### src/rtl/cpu_pkg.sv
// Shared CPU definitions: the opcodes known to the control decoder, and the
// miss-wait state encoding used by the hazard unit.
package cpu_pkg;

  localparam logic [6:0] R_Type = 7'b0110011;
  localparam logic [6:0] I_Type = 7'b0010011;
  localparam logic [6:0] LW     = 7'b0000011;
  localparam logic [6:0] SW     = 7'b0100011;
  localparam logic [6:0] BEQ    = 7'b1100011;

  typedef enum logic [0:0] {
    RUN  = 1'b0,
    MISS = 1'b1
  } hz_state_t;

  function automatic logic uses_rs1(input logic [6:0] op);
    case (op)
      R_Type, I_Type, LW, SW, BEQ: uses_rs1 = 1'b1;
      default:                     uses_rs1 = 1'b0;
    endcase
  endfunction

  function automatic logic uses_rs2(input logic [6:0] op);
    case (op)
      R_Type, SW, BEQ: uses_rs2 = 1'b1;
      default:         uses_rs2 = 1'b0;
    endcase
  endfunction

endpackage

### src/rtl/hazard_unit_sat_counter.sv
// Event counter that sticks at all-ones instead of wrapping.
module sat_counter #(
  parameter int W = 16
) (
  input  logic         clk_i,
  input  logic         rst_i,
  input  logic         inc_i,
  output logic [W-1:0] cnt_o
);

  logic [W-1:0] r_cnt;

  // Count qualified events, holding once full.
  always_ff @(posedge clk_i) begin
    if (rst_i) begin
      r_cnt <= '0;
    end else if (inc_i && (r_cnt != '1)) begin
      r_cnt <= r_cnt + W'(1);
    end else begin
      r_cnt <= r_cnt;
    end
  end

  assign cnt_o = r_cnt;

endmodule

### src/rtl/hazard_unit.sv
// ID-stage hazard/stall controller: load-use bubbles, branch flushes, cache-miss
// freeze, plus performance counters and a sticky miss watchdog.
module hazard_unit
  import cpu_pkg::*;
#(
  parameter int CNT_W        = 16,
  parameter int MISS_TIMEOUT = 1023
) (
  input  logic             clk_i,
  input  logic             rst_i,
  input  logic [6:0]       ID_Op_i,
  input  logic [4:0]       ID_rs1_i,
  input  logic [4:0]       ID_rs2_i,
  input  logic             EX_MemRead_i,
  input  logic [4:0]       EX_rd_i,
  input  logic             Branch_taken_i,
  input  logic             Mem_stall_i,
  output logic             Stall_o,
  output logic             PCWrite_o,
  output logic             IFIDWrite_o,
  output logic             IFID_Flush_o,
  output logic             Freeze_o,
  output logic [CNT_W-1:0] lu_cnt_o,
  output logic [CNT_W-1:0] miss_cnt_o,
  output logic [CNT_W-1:0] flush_cnt_o,
  output logic             miss_timeout_o
);

  localparam int RUN_W = $clog2(MISS_TIMEOUT + 1);
  localparam logic [RUN_W-1:0] RUN_MAX = RUN_W'(MISS_TIMEOUT);

  hz_state_t        r_state;
  hz_state_t        w_state_nxt;
  logic [RUN_W-1:0] r_miss_run;
  logic [RUN_W-1:0] w_miss_run_nxt;
  logic             r_timeout;
  logic             w_lu;
  logic             w_lu_inc;
  logic             w_flush_inc;
  logic             w_miss_inc;

  assign w_lu = EX_MemRead_i && (EX_rd_i != 5'd0) &&
                ((uses_rs1(ID_Op_i) && (EX_rd_i == ID_rs1_i)) ||
                 (uses_rs2(ID_Op_i) && (EX_rd_i == ID_rs2_i)));

  always_ff @(posedge clk_i) begin
    if (rst_i) begin
      r_state <= RUN;
    end else begin
      r_state <= w_state_nxt;
    end
  end

  always_comb begin
    w_state_nxt = r_state;
    case (r_state)
      RUN: begin
        if (Mem_stall_i) w_state_nxt = MISS;
        else             w_state_nxt = RUN;
      end
      MISS: begin
        if (Mem_stall_i) w_state_nxt = MISS;
        else             w_state_nxt = RUN;
      end
      default: w_state_nxt = RUN;
    endcase
  end

  // Freeze depends on the live miss signal, so the release cycle already runs.
  always_comb begin
    Stall_o      = 1'b0;
    PCWrite_o    = 1'b1;
    IFIDWrite_o  = 1'b1;
    IFID_Flush_o = 1'b0;
    Freeze_o     = 1'b0;
    if (rst_i) begin
      Stall_o     = 1'b1;
      PCWrite_o   = 1'b0;
      IFIDWrite_o = 1'b0;
    end else if (Mem_stall_i) begin
      Freeze_o    = 1'b1;
      PCWrite_o   = 1'b0;
      IFIDWrite_o = 1'b0;
    end else if (w_lu) begin
      Stall_o     = 1'b1;
      PCWrite_o   = 1'b0;
      IFIDWrite_o = 1'b0;
    end else if (Branch_taken_i) begin
      IFID_Flush_o = 1'b1;
    end else begin
      Stall_o = 1'b0;
    end
  end

  assign w_miss_inc  = !rst_i && Mem_stall_i;
  assign w_lu_inc    = !rst_i && !Mem_stall_i && w_lu;
  assign w_flush_inc = !rst_i && !Mem_stall_i && !w_lu && Branch_taken_i;

  always_comb begin
    if (r_state == MISS) begin
      if (r_miss_run == RUN_MAX) w_miss_run_nxt = r_miss_run;
      else                       w_miss_run_nxt = r_miss_run + RUN_W'(1);
    end else begin
      w_miss_run_nxt = '0;
    end
  end

  always_ff @(posedge clk_i) begin
    if (rst_i) begin
      r_miss_run <= '0;
      r_timeout  <= 1'b0;
    end else begin
      r_miss_run <= w_miss_run_nxt;
      r_timeout  <= r_timeout | (w_miss_run_nxt == RUN_MAX);
    end
  end

  assign miss_timeout_o = r_timeout;

  sat_counter #(.W(CNT_W)) u_lu_cnt (
    .clk_i(clk_i), .rst_i(rst_i), .inc_i(w_lu_inc), .cnt_o(lu_cnt_o)
  );

  sat_counter #(.W(CNT_W)) u_miss_cnt (
    .clk_i(clk_i), .rst_i(rst_i), .inc_i(w_miss_inc), .cnt_o(miss_cnt_o)
  );

  sat_counter #(.W(CNT_W)) u_flush_cnt (
    .clk_i(clk_i), .rst_i(rst_i), .inc_i(w_flush_inc), .cnt_o(flush_cnt_o)
  );

endmodule

### config.mk
export PLATFORM = sky130hd
export DESIGN_NAME = hazard_unit
export DESIGN_NICKNAME = d
export VERILOG_FILES = /design/src/rtl/cpu_pkg.sv /design/src/rtl/hazard_unit_sat_counter.sv /design/src/rtl/hazard_unit.sv
export SDC_FILE = /design/constraint.sdc
export NUM_CORES = 1
export LEC_CHECK = 0
export ABC_AREA = 1
export BUFFER_PORTS_ARGS = -buffer_cell sky130_fd_sc_hd__buf_2
export CORE_MARGIN = 8
export CORE_UTILIZATION = 30
export CTS_BUF_LIST = sky130_fd_sc_hd__clkbuf_8
export CTS_CLUSTER_SIZE = 28
export DETAILED_ROUTE_END_ITERATION = 8
export PLACE_DENSITY_LB_ADDON = 0.12
export SYNTH_ARGS = -nofsm -noshare
export SYNTH_HDL_FRONTEND = slang
export SYNTH_SLANG_ARGS = --single-unit
### constraint.sdc
create_clock -name clk_i -period 4.38 [get_ports clk_i]
set_input_delay 0.219 -clock clk_i [delete_from_list [all_inputs] [get_ports clk_i]]
set_output_delay 0.219 -clock clk_i [all_outputs]
set_load 0.01 [all_outputs]
# == After elaboration in Yosys (flattened, before gate mapping) ==
# Cells that the tools add are included.
# Widths: inputs -> output; s select.
# classes
add_sub_neg,4
multipliers,0
n_div,0
magnitude_cmp,0
eq_ne,12
n_shift,0
mux,16
bitwise,1
reduce_logical,19
# ops
op,count
$add 16x1->16 const B,3
$ne 16x16->1 const B,3
$eq 10x10->1 const B,2
$mux 10,2
$eq 7x6->1 const B,2
$mux 1,14
$logic_and 1x1->1,12
$add 10x1->10 const B,1
$eq 5x5->1,2
$eq 7x2->1 const B,1
$eq 7x5->1 const B,1
$eq 7x7->1 const B,1
$reduce_bool 5->1,1
$reduce_or 5->1,1
$logic_not 1->1,3
$reduce_or 3->1,1
$logic_or 1x1->1,1
$or 1x1->1,1
# word_totals
reg_bits,60
latch_bits,0
ram_bits,0
rom_bits,0
in_bits,27
output_inout_bits,54
wordCells,58
memories,0

# == Depth between registers and ports, before layout ==
# Gate-level depths: netlist (run 1).
# depth
depth_word,10
ltp_mapped,12
depth_no_buf,11

# == By module ==
# Synthesis (run 1) repeated with hierarchy kept, for this count alone.
# hier_totals
hier_cells,596
area_unflattened_um2,3722.3
# by_module_without_submodules
mod,n_inst,cells_per_inst,area_each_um2,seq_area_each_um2
sat_counter,3,149,929.6,320.3
hazard_unit,1,149,933.4,240.2

# == Worst setup path before layout (run 1) ==
# No wires, ideal clock.
# synth_timing
path_kind,register -> register
from,register u_flush_cnt.r_cnt[1] (netlist: u_flush_cnt.cnt_o[1])
to,register u_flush_cnt.r_cnt[7] (netlist: u_flush_cnt.cnt_o[7])
setup_ns,0.070
t_arrival_ns,1.552
t_required_ns,4.310
slack_ns,2.759
path_stages_with_launch,11
path_buffers,1
period_less_slack_ns,1.621
path_cell_list,dfxtp_1 -> ha_1 -> nand2_1 -> nor2_4 -> nand2_2 -> nor2_2 -> nand2_2 -> nand4_4 -> buf_8 -> nand2_2 -> a21oi_2
# synth_via
elab_chain_cells,2
# synth_lines
item,line,text
start: declaration,hazard_unit_sat_counter.sv:11,logic [W-1:0] r_cnt;
start signal: assignment,hazard_unit_sat_counter.sv:18,r_cnt <= r_cnt + W'(1);
start signal: assignment,hazard_unit_sat_counter.sv:20,r_cnt <= r_cnt;
branches (longest 2 deep; another with $add 16x1->16),n/a,
# Several ways; the timed one is not identified.
# A chain may end at the register's enable or synchronous reset.

# == Worst setup path after layout (run 1) ==
# layout_timing
from,register u_lu_cnt.r_cnt[0] (netlist: u_lu_cnt.cnt_o[0])
to,register u_lu_cnt.r_cnt[14] (netlist: u_lu_cnt.cnt_o[14])
# layout_via
elab_chain_cells,2
# layout_lines
item,line
start: declaration,hazard_unit_sat_counter.sv:11
start signal: assignment,hazard_unit_sat_counter.sv:18
start signal: assignment,hazard_unit_sat_counter.sv:20
branches (longest 2 deep; another with $add 16x1->16),n/a
# Several ways; the timed one is not identified.

==> results of run 1 <==
-- routing by layer --
metal | routed length [µm] | vias to the layer above | part of all wire
met5 | 0 | - | 0
met4 | 139 | 0 | 0.014
met3 | 593 | 11 | 0.058
met2 | 4530 | 85 | 0.44
met1 | 4920 | 1681 | 0.48
li1 | - | 1988 | -
-- registers in the layout, summed over array words and instances (netlist names) --
name,flops
miss_timeout_o,1
r_miss_run,10
r_state,1
u_flush_cnt.cnt_o,16
u_lu_cnt.cnt_o,16
u_miss_cnt.cnt_o,16
-- placed cells by master, fill, tap and decap left out, types with 9 or more instances in the layout --
cell                       instances
sky130_fd_sc_hd__nand2_1         138
sky130_fd_sc_hd__buf_2            80
sky130_fd_sc_hd__nor2_1           77
sky130_fd_sc_hd__inv_1            70
sky130_fd_sc_hd__dfxtp_1          60
sky130_fd_sc_hd__nand3_1          37
sky130_fd_sc_hd__a21oi_1          31
sky130_fd_sc_hd__nand4_1          24
sky130_fd_sc_hd__o21ai_0          17
sky130_fd_sc_hd__nor3_1           16
sky130_fd_sc_hd__xor2_1           14
sky130_fd_sc_hd__nand2_2          13
sky130_fd_sc_hd__clkbuf_8         11
sky130_fd_sc_hd__a21oi_2           9
-- final timing paths --
check / cells past startpoint / startpoint / to / slack [ps]
hold / removal: 3 / Mem_stall_i / r_state / 200
setup reg to reg: 11 / u_lu_cnt.cnt_o[0] / u_lu_cnt.cnt_o[14] / 1960
hold reg to reg: 2 / miss_timeout_o / miss_timeout_o / 450
setup / recovery: 11 / u_lu_cnt.cnt_o[0] / u_lu_cnt.cnt_o[14] / 1960
-- cell families (layout without fill, tap and decap cells) --
group / count (synthesis) / after routing / share of synthesized area
adder cells (fa/ha/maj): 4 / 4 / 0.0136
XOR/XNOR: 22 / 22 / 0.0524
buffers and inverters: 93 / 171 / 0.103
AND/OR/NAND/NOR: 325 / 325 / 0.399
AO/OA/AOI/OAI: 69 / 69 / 0.106
flip-flops: 60 / 60 / 0.326
-- final cells by class --
| class | instances | area share |
|---|---|---|
| Timing Repair Buffer | 80 | 0.0919 |
| Tap cell | 147 | 0.0422 |
| Multi-Input combinational cell | 420 | 0.482 |
| Clock buffer | 11 | 0.0348 |
| Clock inverter | 5 | 0.00833 |
| Inverter | 75 | 0.0646 |
| Sequential cell | 60 | 0.276 |
-- worst max-delay path, cell delays in order, from the launching register on --
cell and delay [ps]:
sky130_fd_sc_hd__dfxtp_1 360, sky130_fd_sc_hd__ha_1 230, sky130_fd_sc_hd__nand2_1 130, sky130_fd_sc_hd__inv_1 70, sky130_fd_sc_hd__nand2_1 60, sky130_fd_sc_hd__nor3_1 40
sky130_fd_sc_hd__nand3_1 100, sky130_fd_sc_hd__nand2_1 70, sky130_fd_sc_hd__nor2_2 620, sky130_fd_sc_hd__inv_1 370, sky130_fd_sc_hd__nand2_1 140, sky130_fd_sc_hd__a21oi_1 70
-- per-stage QoR --
stage / utilization / setup slack (ps) / std cells / area [µm²] / power (mW)
floorplan: - / 2760 / 573 / 3680 / 0.615
global placement: 0.347 / 1870 / 782 / 4170 / 0.642
detailed placement: 0.347 / 1790 / 782 / 4170 / 0.644
CTS: 0.363 / 1950 / 798 / 4360 / 1.13
global route: 0.363 / 1610 / 798 / 4360 / 1.17
finish: 0.363 / 1960 / 798 / 4360 / 1.10
-- Yosys cell counts (all sizes together) --
library cell | n | area [µm²]
a211oi | 2 | 15.0
a21oi | 40 | 234
a31oi | 2 | 12.5
and3 | 3 | 18.8
buf | 8 | 58.8
clkbuf | 10 | 37.5
dfxtp | 60 | 1200
ha | 4 | 50.1
inv | 75 | 282
nand2 | 151 | 599
nand3 | 38 | 195
nand3b | 5 | 37.5
nand4 | 25 | 171
nor2 | 81 | 319
nor3 | 18 | 100
nor3b | 2 | 15.0
o21ai | 24 | 120
o21bai | 1 | 7.51
or2 | 2 | 12.5
xnor2 | 8 | 70.1
xor2 | 14 | 123
-- power groups by stage --
stage | Sequential (mW) | Combinational, mW | Clock [mW]
after floorplan | 0.566 | 0.0488 | 0
after global placement | 0.567 | 0.0759 | 0
after detailed placement | 0.566 | 0.0772 | 0
after CTS | 0.554 | 0.0773 | 0.496
after global routing | 0.554 | 0.0863 | 0.526
final | 0.554 | 0.0761 | 0.475
==> impl_metrics.xml, run 1 <==
<?xml version="1.0" encoding="UTF-8"?>
<metrics>
  <group name="outcome">
    <metric name="run_status" unit="">complete, no violations</metric>
  </group>
  <group name="clock_tree">
    <metric name="clk-insertion-delay-late" unit="ps">350</metric>
    <metric name="post_cts_resized" unit="">0</metric>
    <metric name="max_h_tree_level" unit="">3</metric>
    <metric name="clock-sinks" unit="">60</metric>
    <metric name="ctsLongestPathBuffers" unit="">2</metric>
    <metric name="cts.reportedPaths.clkPinSlew" unit="ps">70</metric>
    <metric name="clock_tree.root_cell" unit="">sky130_fd_sc_hd__clkbuf_8</metric>
    <metric name="cts-buffers-inserted" unit="">9</metric>
    <metric name="tritoncts_clock_tree" unit="">built</metric>
    <metric name="cts_hold_buffers" unit="">0</metric>
    <metric name="postCtsSetupRepairBufs" unit="">0</metric>
  </group>
  <group name="grt">
    <metric name="largest_net_degree_at_the_start_of_global_routing" unit="">44</metric>
    <metric name="grt_util_met3" unit="">0.0373</metric>
    <metric name="global_route_wire_length_before_repair" unit="mm">17.0</metric>
    <metric name="groute.layer.met2.usage" unit="">0.203</metric>
    <metric name="groute.usage.overall" unit="">0.129</metric>
    <metric name="vias_in_the_first_global_route" unit="">3573</metric>
    <metric name="gr-usage-met1" unit="">0.163</metric>
    <metric name="gr-total-overflow" unit="">0</metric>
    <metric name="most_used_layer_global_route" unit="">met2</metric>
    <metric name="antenna_violations_before_repair" unit="">0</metric>
  </group>
  <group name="die">
    <metric name="floorplan.die.width" unit="µm">127</metric>
    <metric name="std_cell_rows" unit="">40</metric>
    <metric name="fp.dieH" unit="µm">127</metric>
    <metric name="floorplan.io_pins" unit="">81</metric>
    <metric name="fp.dieArea" unit="µm²">16100</metric>
    <metric name="starting_density_of_the_core" unit="">0.306</metric>
    <metric name="design.core.area" unit="µm²">12000</metric>
  </group>
  <group name="cells_and_area">
    <metric name="layout_cell_share_with_drive_strength_beyond_1" unit="">0.204</metric>
    <metric name="fill_cells" unit="">1345</metric>
    <metric name="multi_input_comb_area" unit="µm²">2100</metric>
    <metric name="area.growth.synth_to_final" unit="%">18.4</metric>
    <metric name="ff_latch_area" unit="µm²">1200</metric>
    <metric name="insertedDiodeCount" unit="">0</metric>
    <metric name="nNetsFinal" unit="">677</metric>
  </group>
  <group name="pwr">
    <metric name="power.share.combinational" unit="">0.069</metric>
    <metric name="p_int" unit="µW">810</metric>
    <metric name="netSwitchingPower" unit="µW">294</metric>
    <metric name="power.clock.fraction" unit="">0.430</metric>
    <metric name="pwr_density_cell" unit="nW/µm²">254</metric>
    <metric name="power.ir.vdd_worst" unit="mV">0.104</metric>
    <metric name="p_leak" unit="nW">1.84</metric>
    <metric name="switching_part_of_the_total" unit="">0.266</metric>
    <metric name="seq_power_share" unit="">0.501</metric>
  </group>
  <group name="sta">
    <metric name="fin_skew" unit="ps">11.1</metric>
    <metric name="finalCritPeriodShare" unit="">0.552</metric>
    <metric name="finalSetupViolations" unit="">0</metric>
    <metric name="setup_total_negative_slack" unit="ps">0</metric>
    <metric name="hold_viol_final" unit="">0</metric>
    <metric name="worst-slew-pin-transition" unit="ps">922</metric>
    <metric name="timing.max_slew.rel_slack" unit="">0.385</metric>
    <metric name="period_minus_slack" unit="ps">2420</metric>
    <metric name="report.final.slew_viol_count" unit="">0</metric>
    <metric name="hold-worst-slack" unit="ps">195</metric>
    <metric name="fmaxAchievable" unit="GHz">0.414</metric>
    <metric name="rsz_0062_raised_after_global_routing" unit="">no</metric>
  </group>
  <group name="synth">
    <metric name="synth.distinct_cells" unit="">33</metric>
    <metric name="combined_area_of_all_synthesized_cells" unit="µm²">3680</metric>
    <metric name="yosys_warnings" unit="">0</metric>
    <metric name="synthCells" unit="">573</metric>
    <metric name="postSynthNetCount" unit="">604</metric>
    <metric name="synth-seq-cells" unit="">60</metric>
    <metric name="post_synthesis_sequential_area_ratio" unit="">0.326</metric>
    <metric name="mean_area_per_synthesized_cell" unit="µm²">6.42</metric>
  </group>
  <group name="routing">
    <metric name="avgRoutedWirePerCell" unit="µm">12.8</metric>
    <metric name="drc_errors" unit="">0</metric>
    <metric name="routed_via_density" unit="">4.72</metric>
    <metric name="ant_nets" unit="">0</metric>
    <metric name="detail_route.first_pass.iterations" unit="">4</metric>
    <metric name="detailedRoute.firstIterationViolations" unit="">286</metric>
    <metric name="detailed_route_wl" unit="mm">10.2</metric>
    <metric name="via_count" unit="">3765</metric>
  </group>
  <group name="run">
    <metric name="max-cap-violations" unit="">0</metric>
  </group>
  <group name="worst_setup_path">
    <metric name="worst-endpoint-required" unit="ps">4570</metric>
    <metric name="critical_path_class" unit="">reg -&gt; reg</metric>
    <metric name="critical_path_arrival" unit="ps">2610</metric>
    <metric name="critical_path.max_fanout" unit="">21</metric>
    <metric name="setup.worst_path.end_class" unit="">flop</metric>
    <metric name="start_kind" unit="">flop</metric>
  </group>
  <group name="place">
    <metric name="place_hpwl" unit="mm">7.64</metric>
    <metric name="port_buffers" unit="">80</metric>
    <metric name="weighted_congestion_at_the_end_of_routability_driven_global_placement" unit="">0.831</metric>
  </group>
  <group name="hold_path">
    <metric name="hold_path_class" unit="">in -&gt; reg</metric>
  </group>
</metrics>
(Power assumes the default switching activity.)
==> run 2: changes to the inputs <==
Settings changed: ABC_AREA 1 to 0.
Clock period 4.38 ns to 2.4 ns, I/O delays scaled along.
==> run 2 against run 1 <==
Die area down 12%. Combinational power increased by 54%. Final cell count decreased by 24%. First-iteration DRC count is 50% lower. Flip-flop and latch count is the same. Critical path depth down 4. Largest power group unchanged. Highest routed layer is now met5.
==> impl_metrics.xml, run 2 <==
<?xml version="1.0" encoding="UTF-8"?>
<metrics>
  <group name="clock_tree">
    <metric name="clock_tree.root_cell" unit="">sky130_fd_sc_hd__clkbuf_8</metric>
    <metric name="clock-sinks" unit="">60</metric>
    <metric name="post_cts_resized" unit="">0</metric>
    <metric name="cts_hold_buffers" unit="">0</metric>
    <metric name="cts-buffers-inserted" unit="">9</metric>
    <metric name="tritoncts_clock_tree" unit="">built</metric>
    <metric name="clk-insertion-delay-late" unit="ps">340</metric>
    <metric name="max_h_tree_level" unit="">3</metric>
    <metric name="postCtsSetupRepairBufs" unit="">0</metric>
    <metric name="cts.reportedPaths.clkPinSlew" unit="ps">70</metric>
    <metric name="ctsLongestPathBuffers" unit="">2</metric>
  </group>
  <group name="cells_and_area">
    <metric name="ff_latch_area" unit="µm²">1200</metric>
    <metric name="most-common-layout-cells" unit="">sky130_fd_sc_hd__buf_2, sky130_fd_sc_hd__dfxtp_1, sky130_fd_sc_hd__nor2_1, sky130_fd_sc_hd__nand2_1</metric>
    <metric name="fin_area" unit="µm²">3980</metric>
    <metric name="insertedDiodeCount" unit="">0</metric>
    <metric name="area.growth.synth_to_final" unit="%">25.6</metric>
    <metric name="layout.cells.non_filler" unit="">607</metric>
    <metric name="fill_cells" unit="">1076</metric>
    <metric name="multi_input_comb_area" unit="µm²">1860</metric>
    <metric name="layout.core_utilization" unit="">0.387</metric>
    <metric name="layout.cells.most_common" unit="">sky130_fd_sc_hd__buf_2</metric>
    <metric name="nNetsFinal" unit="">497</metric>
    <metric name="layout_cell_share_with_drive_strength_beyond_1" unit="">0.261</metric>
  </group>
  <group name="sta">
    <metric name="report.final.slew_viol_count" unit="">0</metric>
    <metric name="finalSetupViolations" unit="">0</metric>
    <metric name="worst-slew-pin-transition" unit="ps">571</metric>
    <metric name="finalCritPeriodShare" unit="">0.896</metric>
    <metric name="final.setup.worst_slack" unit="ps">250</metric>
    <metric name="period_minus_slack" unit="ps">2150</metric>
    <metric name="timing.max_slew.rel_slack" unit="">0.615</metric>
    <metric name="hold-worst-slack" unit="ps">57.8</metric>
    <metric name="rsz_0062_raised_after_global_routing" unit="">no</metric>
    <metric name="setup_total_negative_slack" unit="ps">0</metric>
    <metric name="fin_skew" unit="ps">10.7</metric>
    <metric name="fmaxAchievable" unit="GHz">0.465</metric>
    <metric name="hold_viol_final" unit="">0</metric>
  </group>
  <group name="synth">
    <metric name="synth.distinct_cells" unit="">55</metric>
    <metric name="synthCells" unit="">376</metric>
    <metric name="synth-seq-cells" unit="">60</metric>
    <metric name="mean_area_per_synthesized_cell" unit="µm²">8.42</metric>
    <metric name="yosys_warnings" unit="">0</metric>
    <metric name="synth-edff-count" unit="">0</metric>
    <metric name="postSynthNetCount" unit="">407</metric>
    <metric name="ys_async_sr_fraction" unit="">0</metric>
    <metric name="synth_ff_type" unit="">sky130_fd_sc_hd__dfxtp_1</metric>
    <metric name="combined_area_of_all_synthesized_cells" unit="µm²">3170</metric>
    <metric name="cell_types_with_the_highest_counts_after_synthesis" unit="">sky130_fd_sc_hd__dfxtp_1, sky130_fd_sc_hd__nor2_1, sky130_fd_sc_hd__nand2_1</metric>
    <metric name="post-synth-top-area-cell" unit="">sky130_fd_sc_hd__dfxtp_1</metric>
    <metric name="synth_top_area_frac" unit="">0.379</metric>
    <metric name="post_synthesis_sequential_area_ratio" unit="">0.379</metric>
    <metric name="yosysMostFrequentCell" unit="">sky130_fd_sc_hd__dfxtp_1</metric>
    <metric name="dominant_cells_by_area_after_synthesis" unit="">sky130_fd_sc_hd__dfxtp_1, sky130_fd_sc_hd__nor2_1, sky130_fd_sc_hd__xnor2_1</metric>
  </group>
  <group name="worst_setup_path">
    <metric name="rr_startpoint" unit="">r_miss_run[0]</metric>
    <metric name="number_of_cell_instances_on_the_worst_register_to_register_path" unit="">7</metric>
    <metric name="worst-endpoint-required" unit="ps">2690</metric>
    <metric name="crit-reg2reg-capture" unit="">miss_timeout_o</metric>
    <metric name="crit_path_max_incr_delay" unit="ps">530</metric>
    <metric name="critical_path_class" unit="">reg -&gt; reg</metric>
    <metric name="worstPathCellList" unit="">ha_1 &gt; nand2_2 &gt; nor2_1 &gt; mux2i_1 &gt; or4_1 &gt; nor4b_1 &gt; a22o_1</metric>
    <metric name="critical_path_arrival" unit="ps">2440</metric>
    <metric name="start_kind" unit="">flop</metric>
    <metric name="critPathSlowestCell" unit="">sky130_fd_sc_hd__or4_1</metric>
    <metric name="critical_path.max_fanout" unit="">7</metric>
    <metric name="ff2ff_setup_slack" unit="ps">250</metric>
    <metric name="setup.worst_path.end_class" unit="">flop</metric>
  </group>
  <group name="die">
    <metric name="floorplan.io_pins" unit="">81</metric>
    <metric name="fp.dieArea" unit="µm²">14100</metric>
    <metric name="floorplan.die.width" unit="µm">119</metric>
    <metric name="std_cell_rows" unit="">37</metric>
    <metric name="starting_density_of_the_core" unit="">0.308</metric>
    <metric name="fp.dieH" unit="µm">119</metric>
    <metric name="design.core.area" unit="µm²">10300</metric>
  </group>
  <group name="run">
    <metric name="max-cap-violations" unit="">0</metric>
  </group>
  <group name="routing">
    <metric name="via_count" unit="">3142</metric>
    <metric name="ant_nets" unit="">0</metric>
    <metric name="avgRoutedWirePerCell" unit="µm">14.9</metric>
    <metric name="routed_via_density" unit="">5.18</metric>
    <metric name="detail_route.first_pass.iterations" unit="">4</metric>
    <metric name="detailed_route_wl" unit="mm">9.03</metric>
    <metric name="drc_errors" unit="">0</metric>
    <metric name="detailedRoute.firstIterationViolations" unit="">143</metric>
  </group>
  <group name="pwr">
    <metric name="power.ir.vdd_worst" unit="mV">0.202</metric>
    <metric name="pwr_density_cell" unit="nW/µm²">521</metric>
    <metric name="p_total" unit="mW">2.07</metric>
    <metric name="p_leak" unit="nW">1.54</metric>
  </group>
  <group name="grt">
    <metric name="gr-total-overflow" unit="">0</metric>
    <metric name="global_route_wire_length_before_repair" unit="mm">15.4</metric>
    <metric name="largest_net_degree_at_the_start_of_global_routing" unit="">41</metric>
    <metric name="antenna_violations_before_repair" unit="">1</metric>
    <metric name="groute.usage.overall" unit="">0.130</metric>
    <metric name="vias_in_the_first_global_route" unit="">3185</metric>
  </group>
  <group name="place">
    <metric name="dp_slack" unit="ps">159</metric>
    <metric name="postPlaceCellArea" unit="µm²">3770</metric>
    <metric name="weighted_congestion_at_the_end_of_routability_driven_global_placement" unit="">0.752</metric>
    <metric name="placed_cells_incl_taps" unit="">591</metric>
    <metric name="port_buffers" unit="">80</metric>
    <metric name="place_hpwl" unit="mm">6.74</metric>
  </group>
  <group name="hold_path">
    <metric name="holdPathEnd" unit="">u_flush_cnt.cnt_o[15]</metric>
    <metric name="whs_path_depth" unit="">2</metric>
    <metric name="hold_path_class" unit="">in -&gt; reg</metric>
    <metric name="timing.hold.worst.start" unit="">rst_i</metric>
  </group>
  <group name="outcome">
    <metric name="run_status" unit="">complete, no violations</metric>
  </group>
</metrics>
-- run 2: cell count changes in the layout (fill, tap and decap cells not counted), sizes merged, moves of 15 or more --
cell,change
inv,-67
o31ai,+17
a21oi,-16
nand2,-122
or4,+18
buf,+15
nor2,-40
-- run 2: worst max path at each step --
| stage | to | cells after the start | from | slack [ps] |
|---|---|---|---|---|
| 2_1_floorplan | miss_timeout_o | 7 | r_miss_run[0] | 340 |
| 3_3_place_gp | u_flush_cnt.cnt_o[8] | 7 | EX_rd_i[1] | 240 |
| 3_5_place_dp | u_lu_cnt.cnt_o[1] | 8 | u_lu_cnt.cnt_o[0] | 160 |
| 4_1_cts | u_lu_cnt.cnt_o[1] | 8 | u_lu_cnt.cnt_o[0] | 150 |
| 5_1_grt | miss_timeout_o | 7 | r_miss_run[0] | 60 |
| 6_report | miss_timeout_o | 7 | r_miss_run[0] | 250 |
-- run 2: cell type report --
cell class | instances | share of cell area
tap | 136 | 0.0428
inverter | 7 | 0.00661
timing repair buffer | 95 | 0.129
multi-input combinational | 293 | 0.468
sequential | 60 | 0.302
clock buffer | 11 | 0.0381
clock inverter | 5 | 0.0129
-- run 2: worst max-delay path, delay by kind of cell (launching register included) --
kind,cells,cell delay (ps)
flops,1,430
simple gates,4,1180
fa+ha+maj,1,220
mux,1,100
compound gates,1,170
-- run 2: cells by family (layout without fill, tap and decap cells) --
logic type / after synthesis / after routing / synth area share
buf+inv: 23 / 118 / 0.0340
xor+xnor: 26 / 26 / 0.0719
compound gates: 80 / 80 / 0.170
simple gates: 177 / 177 / 0.309
fa+ha+maj: 4 / 4 / 0.0158
mux: 6 / 6 / 0.0198
flops: 60 / 60 / 0.379
-- run 2: per-layer routing --
metal  track usage  up-vias  part of all wire
met3        0.0443       11             0.049
li1              -     1601                 -
met1         0.162     1463              0.48
met2         0.208       65              0.45
met5             0        -            0.0011
met4        0.0411        2             0.011
-- run 2: where the power goes --
| group | internal [mW] | leakage, nW | total [mW] | switching [mW] |
|---|---|---|---|---|
| logic | 0.0507 | 0.951 | 0.117 | 0.0665 |
| clock network | 0.529 | 0.107 | 0.943 | 0.413 |
| registers | 1.00 | 0.484 | 1.01 | 0.00939 |
==> run 3: changes to the inputs <==
Settings changed: CORE_MARGIN 8 to 2.
==> run 3 against run 2 <==
Routed wire length is 3.7% lower. Non-clock buffer count shrank 1. Clock-buffer cell count rose by 1. Sequential power is essentially flat. Largest power group unchanged. Via count increased by 0.16%.
==> impl_metrics.xml, run 3 (same netlist as run 2, synthesis figures left out) <==
<?xml version="1.0" encoding="UTF-8"?>
<metrics>
  <group name="die">
    <metric name="starting_density_of_the_core" unit="">0.308</metric>
    <metric name="floorplan.die.width" unit="µm">107</metric>
    <metric name="floorplan.io_pins" unit="">81</metric>
    <metric name="std_cell_rows" unit="">37</metric>
    <metric name="fp.dieArea" unit="µm²">11400</metric>
    <metric name="fp.dieH" unit="µm">107</metric>
    <metric name="design.core.area" unit="µm²">10300</metric>
  </group>
  <group name="pwr">
    <metric name="switching_part_of_the_total" unit="">0.226</metric>
    <metric name="pwr_density_cell" unit="nW/µm²">523</metric>
    <metric name="power.ir.vdd_worst" unit="mV">0.334</metric>
    <metric name="p_leak" unit="nW">1.54</metric>
    <metric name="p_total" unit="mW">2.08</metric>
    <metric name="p_int" unit="mW">1.61</metric>
    <metric name="power.share.combinational" unit="">0.058</metric>
    <metric name="power.clock.fraction" unit="">0.454</metric>
    <metric name="netSwitchingPower" unit="µW">469</metric>
    <metric name="seq_power_share" unit="">0.488</metric>
  </group>
  <group name="run">
    <metric name="max-cap-violations" unit="">0</metric>
  </group>
  <group name="clock_tree">
    <metric name="postCtsSetupRepairBufs" unit="">0</metric>
    <metric name="cts.reportedPaths.clkPinSlew" unit="ps">70</metric>
    <metric name="cts_hold_buffers" unit="">0</metric>
    <metric name="max_h_tree_level" unit="">3</metric>
    <metric name="tritoncts_clock_tree" unit="">built</metric>
    <metric name="cts-buffers-inserted" unit="">9</metric>
    <metric name="ctsLongestPathBuffers" unit="">2</metric>
    <metric name="clock_tree.root_cell" unit="">sky130_fd_sc_hd__clkbuf_8</metric>
    <metric name="clk-insertion-delay-late" unit="ps">340</metric>
    <metric name="clock-sinks" unit="">60</metric>
  </group>
  <group name="routing">
    <metric name="drc_errors" unit="">0</metric>
    <metric name="avgRoutedWirePerCell" unit="µm">14.4</metric>
    <metric name="detailedRoute.firstIterationViolations" unit="">84</metric>
    <metric name="via_count" unit="">3147</metric>
    <metric name="detail_route.first_pass.iterations" unit="">5</metric>
    <metric name="routed_via_density" unit="">5.20</metric>
    <metric name="detailed_route_wl" unit="mm">8.70</metric>
    <metric name="ant_nets" unit="">0</metric>
  </group>
  <group name="sta">
    <metric name="rsz_0062_raised_after_global_routing" unit="">no</metric>
    <metric name="fin_skew" unit="ps">6.96</metric>
    <metric name="report.final.slew_viol_count" unit="">0</metric>
    <metric name="finalSetupViolations" unit="">0</metric>
    <metric name="hold_viol_final" unit="">0</metric>
    <metric name="setup_total_negative_slack" unit="ps">0</metric>
    <metric name="timing.max_slew.rel_slack" unit="">0.482</metric>
    <metric name="worst-slew-pin-transition" unit="ps">772</metric>
    <metric name="finalCritPeriodShare" unit="">0.899</metric>
    <metric name="fmaxAchievable" unit="GHz">0.464</metric>
    <metric name="period_minus_slack" unit="ps">2160</metric>
  </group>
  <group name="hold_path">
    <metric name="holdPathEnd" unit="">r_miss_run[4]</metric>
    <metric name="hold_path_class" unit="">in -&gt; reg</metric>
    <metric name="whs_path_depth" unit="">2</metric>
    <metric name="timing.hold.worst.start" unit="">rst_i</metric>
  </group>
  <group name="grt">
    <metric name="largest_net_degree_at_the_start_of_global_routing" unit="">28</metric>
    <metric name="groute.usage.overall" unit="">0.159</metric>
    <metric name="antenna_violations_before_repair" unit="">0</metric>
    <metric name="global_route_wire_length_before_repair" unit="mm">14.5</metric>
    <metric name="gr-total-overflow" unit="">0</metric>
    <metric name="vias_in_the_first_global_route" unit="">2911</metric>
  </group>
  <group name="cells_and_area">
    <metric name="layout.cells.most_common" unit="">sky130_fd_sc_hd__buf_2</metric>
    <metric name="insertedDiodeCount" unit="">0</metric>
    <metric name="fill_cells" unit="">1090</metric>
    <metric name="most-common-layout-cells" unit="">sky130_fd_sc_hd__buf_2, sky130_fd_sc_hd__dfxtp_1, sky130_fd_sc_hd__nor2_1, sky130_fd_sc_hd__nand2_1</metric>
    <metric name="nNetsFinal" unit="">496</metric>
    <metric name="layout_cell_share_with_drive_strength_beyond_1" unit="">0.256</metric>
    <metric name="area.growth.synth_to_final" unit="%">25.3</metric>
    <metric name="layout.core_utilization" unit="">0.386</metric>
  </group>
  <group name="worst_setup_path">
    <metric name="crit-reg2reg-capture" unit="">miss_timeout_o</metric>
    <metric name="critical_path_arrival" unit="ps">2440</metric>
    <metric name="number_of_cell_instances_on_the_worst_register_to_register_path" unit="">7</metric>
    <metric name="rr_startpoint" unit="">r_miss_run[0]</metric>
    <metric name="worst-endpoint-required" unit="ps">2680</metric>
    <metric name="setup.worst_path.end_class" unit="">flop</metric>
    <metric name="critical_path_class" unit="">reg -&gt; reg</metric>
    <metric name="critical_path.max_fanout" unit="">6</metric>
    <metric name="start_kind" unit="">flop</metric>
    <metric name="ff2ff_setup_slack" unit="ps">240</metric>
  </group>
  <group name="outcome">
    <metric name="run_status" unit="">complete, no violations</metric>
  </group>
  <group name="place">
    <metric name="weighted_congestion_at_the_end_of_routability_driven_global_placement" unit="">0.777</metric>
    <metric name="port_buffers" unit="">80</metric>
    <metric name="place_hpwl" unit="mm">6.45</metric>
  </group>
</metrics>
-- run 3: changes by cell type in the layout (fill, tap and decap cells not counted), sizes merged --
cell,before,now
clkbuf,11,12
inv,8,9
clkinvlp,1,0
buf,95,94
clkinv,2,0
-- run 3: per-layer routing --
metal / vias to the layer above / GRT usage / share of wire
met3: 10 / 0.0444 / 0.051
met4: 0 / 0.0473 / 0.017
met1: 1466 / 0.209 / 0.48
met5: - / 0 / 0
li1: 1595 / - / -
met2: 76 / 0.254 / 0.45
-- run 3: worst max-delay path by stage --
stage	start	to	slack (ps)
after global routing	u_lu_cnt.cnt_o[4]	u_lu_cnt.cnt_o[1]	80
after detailed placement	u_lu_cnt.cnt_o[4]	u_lu_cnt.cnt_o[1]	170
after global placement	u_lu_cnt.cnt_o[0]	u_lu_cnt.cnt_o[1]	160
after CTS	u_lu_cnt.cnt_o[0]	u_lu_cnt.cnt_o[1]	160
after floorplan	r_miss_run[0]	miss_timeout_o	340
final	r_miss_run[0]	miss_timeout_o	240
-- run 3: power by group through the flow --
stage	Clock (mW)	Sequential, mW	Combinational [mW]
finish	0.943	1.01	0.121
detailed placement	0	1.04	0.123
global placement	0	1.03	0.122
global route	1.01	1.01	0.134
floorplan	0	1.04	0.0636
CTS	0.969	1.01	0.124
-- run 3: area by class of cell --
type | instances | area, µm² | share of cell area
Clock inverter | 3 | 37.5 | 0.00946
Inverter | 7 | 26.3 | 0.00662
Tap cell | 136 | 170 | 0.0429
Multi-Input combinational cell | 293 | 1860 | 0.469
Sequential cell | 60 | 1200 | 0.303
Clock buffer | 12 | 165 | 0.0416
Timing Repair Buffer | 94 | 505 | 0.127
-- run 3: what timing repair did --
item | in CTS | in global routing
setup endpoints to repair | 0 | 3
endpoints found under the hold margin | 0 | 0
resized for setup | 0 | 1
-- run 3: critical path, cell delays in order (launching register included) --
cell,delay (ps)
sky130_fd_sc_hd__dfxtp_1,440
sky130_fd_sc_hd__ha_1,220
sky130_fd_sc_hd__nand2_2,100
sky130_fd_sc_hd__nor2_1,160
sky130_fd_sc_hd__mux2i_1,110
sky130_fd_sc_hd__or4_1,540
sky130_fd_sc_hd__nor4b_1,360
sky130_fd_sc_hd__a22o_1,170
-- run 3: per-stage QoR --
step	setup WS, ps	area, µm²	instances	hold WS (ps)
after CTS	158	3960	605	69.0
after detailed placement	165	3760	590	430
after global routing	79.7	3970	605	76.9
after floorplan	336	3170	376	302
after global placement	162	3760	590	416
final	243	3970	605	76.6
